`src/rtl/hera_pkg.sv`:
```
// Shared HERA core definitions: address widths, default vectors and the
// next-PC sequencer state encoding.
package hera_pkg;

  localparam int unsigned PC_W   = 16;
  localparam int unsigned ROM_AW = 10;

  localparam logic [ROM_AW-1:0] DEF_RESET_VEC   = 10'h000;
  localparam logic [ROM_AW-1:0] DEF_IRQ_VEC     = 10'h002;
  localparam logic [PC_W-1:0]   DEF_STACK_BASE  = 16'hFF00;
  localparam int unsigned       DEF_STACK_DEPTH = 16;

  typedef enum logic {
    RUN      = 1'b0,
    RET_WAIT = 1'b1
  } seq_state_e;

endpackage

```
`src/rtl/pc_sequencer.sv`:
```
// Next-PC controller for the HERA fetch stage. Selects the ROM fetch address
// from hold / return / call / branch / interrupt / sequential sources, keeps
// the architectural pc and a return-address stack held in data RAM.
//
// Ports:
//   clk, rst          clock, async active-low reset
//   stall             hold current pc
//   branch_taken      jump to target
//   call_req          push pc+1, jump to target
//   ret_req           pop return address (two cycles, one bubble)
//   target[15:0]      branch/call destination, [9:0] used
//   irq               level interrupt request
//   q[15:0]           RAM read data, one cycle after a read strobe
//   npc[9:0]          ROM fetch address (combinational)
//   pc[15:0]          registered current pc
//   mem_en, mem_we    RAM strobe / write enable (combinational)
//   mem_addr[15:0]    RAM address (combinational)
//   mem_wdata[15:0]   pushed return address (combinational)
//   bubble            current fetch is a dead slot (combinational)
//   in_irq            interrupt handler active (registered)
//   fault             sticky stack overflow/underflow (registered)
module pc_sequencer
  import hera_pkg::*;
#(
  parameter logic [ROM_AW-1:0] RESET_VEC   = DEF_RESET_VEC,
  parameter logic [ROM_AW-1:0] IRQ_VEC     = DEF_IRQ_VEC,
  parameter logic [PC_W-1:0]   STACK_BASE  = DEF_STACK_BASE,
  parameter int unsigned       STACK_DEPTH = DEF_STACK_DEPTH
) (
  input  logic              clk,
  input  logic              rst,
  input  logic              stall,
  input  logic              branch_taken,
  input  logic              call_req,
  input  logic              ret_req,
  input  logic [PC_W-1:0]   target,
  input  logic              irq,
  input  logic [PC_W-1:0]   q,
  output logic [ROM_AW-1:0] npc,
  output logic [PC_W-1:0]   pc,
  output logic              mem_en,
  output logic              mem_we,
  output logic [PC_W-1:0]   mem_addr,
  output logic [PC_W-1:0]   mem_wdata,
  output logic              bubble,
  output logic              in_irq,
  output logic              fault
);

  // sp counts 0..STACK_DEPTH inclusive, so it needs one extra bit
  localparam int unsigned      SP_W    = $clog2(STACK_DEPTH + 1);
  localparam logic [SP_W-1:0]  SP_FULL = SP_W'(STACK_DEPTH);

  seq_state_e        state, state_d;
  logic [SP_W-1:0]   sp, sp_d;
  logic              in_irq_d;
  logic              fault_d;
  logic [ROM_AW-1:0] pc_inc;
  logic [PC_W-1:0]   push_addr;
  logic [PC_W-1:0]   pop_addr;
  logic              stack_full;
  logic              stack_empty;
  logic              unused_hi_bits;

  assign pc_inc      = pc[ROM_AW-1:0] + ROM_AW'(1);
  assign push_addr   = STACK_BASE + PC_W'(sp);
  assign pop_addr    = STACK_BASE + PC_W'(sp) - PC_W'(1);
  assign stack_full  = (sp == SP_FULL);
  assign stack_empty = (sp == '0);

  // Only the ROM-address bits of target and q are meaningful
  assign unused_hi_bits = ^{target[PC_W-1:ROM_AW], q[PC_W-1:ROM_AW]};

  // State, pc, stack pointer and status flags
  always_ff @(posedge clk or negedge rst) begin
    if (!rst) begin
      state  <= RUN;
      pc     <= PC_W'(RESET_VEC);
      sp     <= '0;
      in_irq <= 1'b0;
      fault  <= 1'b0;
    end else begin
      state  <= state_d;
      pc     <= PC_W'(npc);
      sp     <= sp_d;
      in_irq <= in_irq_d;
      fault  <= fault_d;
    end
  end

  // Next-PC source selection, stack sequencing and RAM strobes
  always_comb begin
    state_d   = state;
    sp_d      = sp;
    in_irq_d  = in_irq;
    fault_d   = fault;
    npc       = pc_inc;
    mem_en    = 1'b0;
    mem_we    = 1'b0;
    mem_addr  = '0;
    mem_wdata = '0;
    bubble    = 1'b0;

    case (state)
      RET_WAIT: begin
        // Popped address arrives now; every request input is ignored
        npc      = q[ROM_AW-1:0];
        in_irq_d = 1'b0;
        state_d  = RUN;
      end
      default: begin
        if (stall) begin
          npc = pc[ROM_AW-1:0];
        end else if (ret_req) begin
          if (stack_empty) begin
            fault_d = 1'b1;
          end else begin
            mem_en   = 1'b1;
            mem_addr = pop_addr;
            sp_d     = sp - SP_W'(1);
            npc      = pc[ROM_AW-1:0];
            bubble   = 1'b1;
            state_d  = RET_WAIT;
          end
        end else if (call_req) begin
          if (stack_full) begin
            fault_d = 1'b1;
          end else begin
            mem_en    = 1'b1;
            mem_we    = 1'b1;
            mem_addr  = push_addr;
            mem_wdata = PC_W'(pc_inc);
            sp_d      = sp + SP_W'(1);
            npc       = target[ROM_AW-1:0];
          end
        end else if (branch_taken) begin
          npc = target[ROM_AW-1:0];
        end else if (irq && !in_irq) begin
          // Interrupt entry behaves as a call to IRQ_VEC; on overflow it
          // degrades to a faulting sequential fetch like a call does
          if (stack_full) begin
            fault_d = 1'b1;
          end else begin
            mem_en    = 1'b1;
            mem_we    = 1'b1;
            mem_addr  = push_addr;
            mem_wdata = PC_W'(pc_inc);
            sp_d      = sp + SP_W'(1);
            npc       = IRQ_VEC;
            in_irq_d  = 1'b1;
          end
        end
      end
    endcase

    // Combinational outputs must read as reset values while rst is low
    if (!rst) begin
      npc       = RESET_VEC;
      mem_en    = 1'b0;
      mem_we    = 1'b0;
      mem_addr  = '0;
      mem_wdata = '0;
      bubble    = 1'b0;
    end
  end

endmodule

```
`config.mk`:
```
export PLATFORM = sky130hd
export DESIGN_NAME = pc_sequencer
export DESIGN_NICKNAME = d
export VERILOG_FILES = /design/src/rtl/hera_pkg.sv /design/src/rtl/pc_sequencer.sv
export SDC_FILE = /design/constraint.sdc
export NUM_CORES = 1
export LEC_CHECK = 0
export CAP_MARGIN = 5
export CELL_PAD_IN_SITES_DETAIL_PLACEMENT = 0
export CELL_PAD_IN_SITES_GLOBAL_PLACEMENT = 1
export CORE_MARGIN = 2
export CORE_UTILIZATION = 25
export DETAILED_ROUTE_END_ITERATION = 12
export GPL_TIMING_DRIVEN = 0
export PLACE_DENSITY = 0.78
export RECOVER_POWER = 25
export SLEW_MARGIN = 0
export SYNTH_ARGS = -nofsm -noshare
export SYNTH_HDL_FRONTEND = slang
export SYNTH_SLANG_ARGS = --single-unit
```
`constraint.sdc`:
```
create_clock -name clk -period 2.7 [get_ports clk]
set_clock_uncertainty 0.15 [all_clocks]
set_input_delay 0.54 -clock clk [delete_from_list [all_inputs] [get_ports clk]]
set_output_delay 0.54 -clock clk [all_outputs]
set_load 0.02 [all_outputs]
```
### After elaboration in Yosys (flattened, before gate mapping)

Cells that the tools add are included.

* multiplexer cells: 63
* $lt $le $gt $ge: 0
* equality and inequality tests: 9
* $add $sub $neg: 5
* multipliers: 0
* shift-type cells: 0
* divide/modulo/power cells: 0
* bitwise operators: 2
* reduce and logical (&&, ||, !) cells: 8

Operators with widths (count)
* $mux 16: 16
* $mux 10: 11
* $mux 1: 30
* $mux 5: 6
* $sub 10x2->11 const B: 1
* $add 10x1->10 const B: 1
* $add 9x6->10 const A: 1
* $ne 2x1->1 const B: 5
* $reduce_and 5->1: 2
* $reduce_and 6->1: 1
* $add 5x1->5 const B: 1
* $eq 5x5->1 const B: 1
* $logic_not 5->1: 1
* $sub 5x1->5 const B: 1
* $ne 2x2->1 const B: 2
* $ne 3x1->1 const B: 1
* $reduce_bool 3->1: 1
* $not 1->1: 2
* $reduce_bool 2->1: 1
* $logic_and 1x1->1: 1
* $logic_not 1->1: 1

* RAM bits: 0
* memories kept: 0
* output and inout bits: 63
* input bits: 39
* bits in registers: 18
* bits in read-only memories: 0
* bits in latches: 0

### Logic depth before layout (Yosys ltp)

* depth after elaboration: 9
* gate-level depth with buffers: 10

### Least setup slack after synthesis

OpenSTA, ideal clock, no wires.

* path kind: register -> output
* start point: register sp[0]
* end point: output npc[9]
* arrival: 2.485 ns
* setup slack: -0.475 ns
* cell stages (with the launch flop): 11
* path through: dfrtp_1 > clkbuf_1 > inv_1 > ha_1 > or4b_4 > buf_6 > a21oi_4 > or2_1 > buf_6 > o221ai_2 > a211oi_1

* cells in the longest elaborated chain, start to end: 9
* elaborated cells between the ends (all ways): 12
* those cells by class: eq/ne (1); mux (10); reduce/logical (1)

Ends and longest elaborated chain
* from (decl): line pc_sequencer.sv:55 `logic [SP_W-1:0] sp, sp_d;`
* from (signal assigned): line pc_sequencer.sv:85 `sp <= sp_d;`
* $eq 5x5->1: line pc_sequencer.sv:68 `assign stack_full = (sp == SP_FULL);`
* $mux 10: line pc_sequencer.sv:141 `if (stack_full) begin`
* $mux 10: line pc_sequencer.sv:138 `end else if (irq && !in_irq) begin`
* $mux 10: line pc_sequencer.sv:136 `end else if (branch_taken) begin`
* $mux 10: line pc_sequencer.sv:125 `end else if (call_req) begin`
* $mux 10 (*): line pc_sequencer.sv:114 `end else if (ret_req) begin`
* $mux 10 (*): line pc_sequencer.sv:112 `if (stall) begin`
* $mux 10 (*): line pc_sequencer.sv:104 `case (state)`
* $mux 10 (*): line pc_sequencer.sv:157 `if (!rst) begin`
* to (decl): line pc_sequencer.sv:39 `output logic [ROM_AW-1:0] npc,`

Every way passes the cells marked *; elsewhere a longest branch is shown, timed or not.

### Worst setup path in the final report

* start point: register sp[1]
* end point: output npc[2]

Same word-level chain as after synthesis.

==> impl_metrics.toml <==
[outcome]
status = "complete, but fails checks"
violations = "negative setup slack"

[min_path]
hp-class = "primary input to asynchronous set/reset pin"

[finish]
stdcell_area_mm2 = 0.003633
drive_above_1_share = 0.4894
final_cell_mix = "buf_4 (55), buf_6 (46), clkdlybuf4s50_1 (32)"
final_common_cell = "buf_4"
nets = 425
final_util = 0.4983
fillers = 700
area_delta_synth_final_pct = 91.18
antennaDiodeCount = 0

[flow_run]
max_cap_violations = 0

[synthesis]
ys.warnings.count = 0
synth.avg_cell_area_um2 = 7.854
synth_ff_type = "dfrtp_1"
synth_top_area_share = 0.2370
synth.area.top_cells = "dfrtp_1 (24%), buf_4 (7.5%), nand2_1 (4.7%)"
synth_edf_count = 0
synth_area_mm2 = 0.001901
async_flop_share = 1.000
synth_area_leader_cell = "dfrtp_1"
synth-seq-area-share = 0.2370
ys_types = 51
ys_seq_elements = 18
synthCells = 242

[die]
initial_core_util = 0.2606
fp.coreArea_mm2 = 0.007292
num_io_pins = 102
die_y_um = 91.19
die-area_mm2 = 0.008316
std_cell_rows = 31
die_w_um = 91.19

[clock_tree]
cts_tree = "built"
cts_made_buffers = 3
root_buffer = "clkbuf_8"
cts_max_level = 1
cts.sinks = 18
clk_pin_slew_ns = 0.07
cts_buffer_depth = 2
clk_latency_ns = 0.26
ctsHoldBuffers = 0

[route]
maxUsedRoutingLayer = "met4"
num_vias = 2313
drtIter0Drc = 116
wl_mm = 7.618
met3WireLength_um = 403
drc_errors = 0
dr.pass1.iters = 4
wl_per_cell_um = 16.04
detail-route-antenna-nets = 0
wl_met1_mm = 3.133
wl_met2_mm = 3.970
drt-vias-per-instance = 4.869

[power]
leakagePower_uw = 0.001570
combPwrFrac = 0.687
clock_power_share = 0.100
powerDensity_mw_per_mm2 = 562.7
ir_drop_mv = 0.4324
switching_share = 0.4390
p_sw_uw = 897.6
intPower_uw = 1147
seq_power_share = 0.213

[critical_path]
cp-start-kind = "flop"
crit_path_max_incr_delay_ns = 0.51
required_ns = 2.01
crit_chain = "inv_2 -> ha_4 -> or4b_4 -> a21oi_4 -> or2_1 -> buf_6 -> buf_6 -> o221ai_2 -> a21oi_2 -> buf_6"
reg2reg_slack_ns = 0.27
path_max_fanout = 6
cp.arrival_ns = 2.34
critPathTopFamily = "simple AND/OR/NAND/NOR gates"
crit_buf_inv = 4
cp_slowest_cell = "or4b_4"
worstSetupEndpointType = "output port"
setup.worst_path.class = "flop to output port"
cpMostUsedCell = "buf_6"

[timing]
min_period_ns = 3.027
finalWorstSetupSlack_ns = -0.3273
final-hold-violation-count = 0
hold_ws_ns = 0.02713
finalMaxSlewViolations = 0
final-setup-viol-count = 22
fin_tns_setup_ns = -4.090
rsz0062_at_grt = "yes"
fin_crit_sh = 1.121
fmax_ghz = 0.3303

[placement]
place_hpwl_mm = 5.198
placed_area_mm2 = 0.002947
port_buffers = 76
gp_congestion = 0.8793

[grt]
globalRouteTotalUtil = 0.1810
grt_pass1_vias = 2341
grt_pass1_wl_mm = 12.01
grt-ovfl-total = 0
antenna_found_initial = 0
grt_start_max_net_pins = 24
[logic make-up (layout without fill, tap and decap cells)]
| logic type | after synthesis | after routing | synth area share |
|---|---|---|---|
| AOI/OAI and AO/OA | 72 | 72 | 0.2686 |
| xor gates and xnor gates | 13 | 13 | 0.05991 |
| other | 1 | 12 | 0.001973 |
| buffers and inverters | 47 | 170 | 0.1442 |
| muxes | 3 | 3 | 0.01712 |
| DFF | 18 | 18 | 0.2370 |
| and+or+nand+nor | 80 | 80 | 0.2146 |
| adders and majority gates | 8 | 8 | 0.05661 |
[per-stage QoR]
step	instances	power [uW]	worst slack (ns)
after floorplan	253	1130	-0.1653
after global placement	428	1461	-1.545
after detailed placement	428	1483	-1.620
after CTS	462	1897	-0.3853
after global routing	475	2184	-0.4267
final	475	2045	-0.3273
[cell usage after synthesis, types with 2 or more instances]
| library cell | count |
|---|---|
| inv_1 | 11 |
| a21oi_1 | 15 |
| o21ai_0 | 12 |
| o211ai_1 | 5 |
| a21boi_0 | 2 |
| buf_2 | 3 |
| a211oi_1 | 3 |
| ha_1 | 7 |
| o31ai_1 | 4 |
| a21o_1 | 4 |
| o22ai_1 | 3 |
| clkbuf_1 | 10 |
| nand2b_1 | 2 |
| nor2b_1 | 2 |
| nor3_1 | 6 |
| buf_4 | 19 |
| and3_1 | 7 |
| xnor2_1 | 9 |
| buf_6 | 3 |
| o21a_1 | 4 |
| nand4_1 | 3 |
| nor4b_1 | 2 |
| mux2_2 | 2 |
| nand2_1 | 24 |
| dfrtp_1 | 18 |
| xor2_1 | 4 |
| o221ai_1 | 8 |
| nand3_1 | 8 |
| nor2_1 | 17 |
| o311ai_0 | 4 |
[metal layers]
layer | vias to the layer above | GRT usage
met5 | - | 0
met4 | 0 | 0.02904
met3 | 11 | 0.03734
met2 | 74 | 0.3340
met1 | 1106 | 0.2187
li1 | 1122 | -
[flip-flops by register name, summed over array words and instances, names as in the netlist]
name    count
fault       1
in_irq      1
pc         10
sp          5
state       1
[final cells by class]
type	count	area (um^2)	area share
Buffer	30	287.8	0.07920
Clock buffer	3	41.29	0.01136
Inverter	12	52.55	0.01446
Multi-Input combinational cell	188	1518	0.4177
Sequential cell	18	460.4	0.1267
Tap cell	99	123.9	0.03409
Timing Repair Buffer	125	1150	0.3165
[timing repair]
action,CTS,global route
endpoints found under the setup margin,45,31
cloned,1,0
pin swaps,15,11
gates resized for setup,257,66
buffers inserted,36,18
[path summary, 6_finish.rpt]
path | start | endpoint | cells past startpoint
min in group clk | fault$_DFFE_PN0P_ | fault$_DFFE_PN0P_ | 2
setup reg to reg | sp[1]$_DFFE_PN0P_ | sp[2]$_DFFE_PN0P_ | 7
setup / recovery | sp[1]$_DFFE_PN0P_ | npc[2] | 10
hold reg to reg | fault$_DFFE_PN0P_ | fault$_DFFE_PN0P_ | 2
hold / removal | rst | sp[3]$_DFFE_PN0P_ | 1
max in group asynchronous | rst | in_irq$_DFFE_PN0P_ | 1
[power by group through the flow]
stage | clock [uW] | combinational (uW) | sequential [uW]
6_report | 204 | 1400 | 436
5_1_grt | 219 | 1520 | 450
4_1_cts | 209 | 1270 | 419
3_5_place_dp | 0 | 1060 | 422
3_3_place_gp | 0 | 1040 | 420
2_1_floorplan | 0 | 702 | 429
Note: power is estimated with default switching activity, not from simulation.
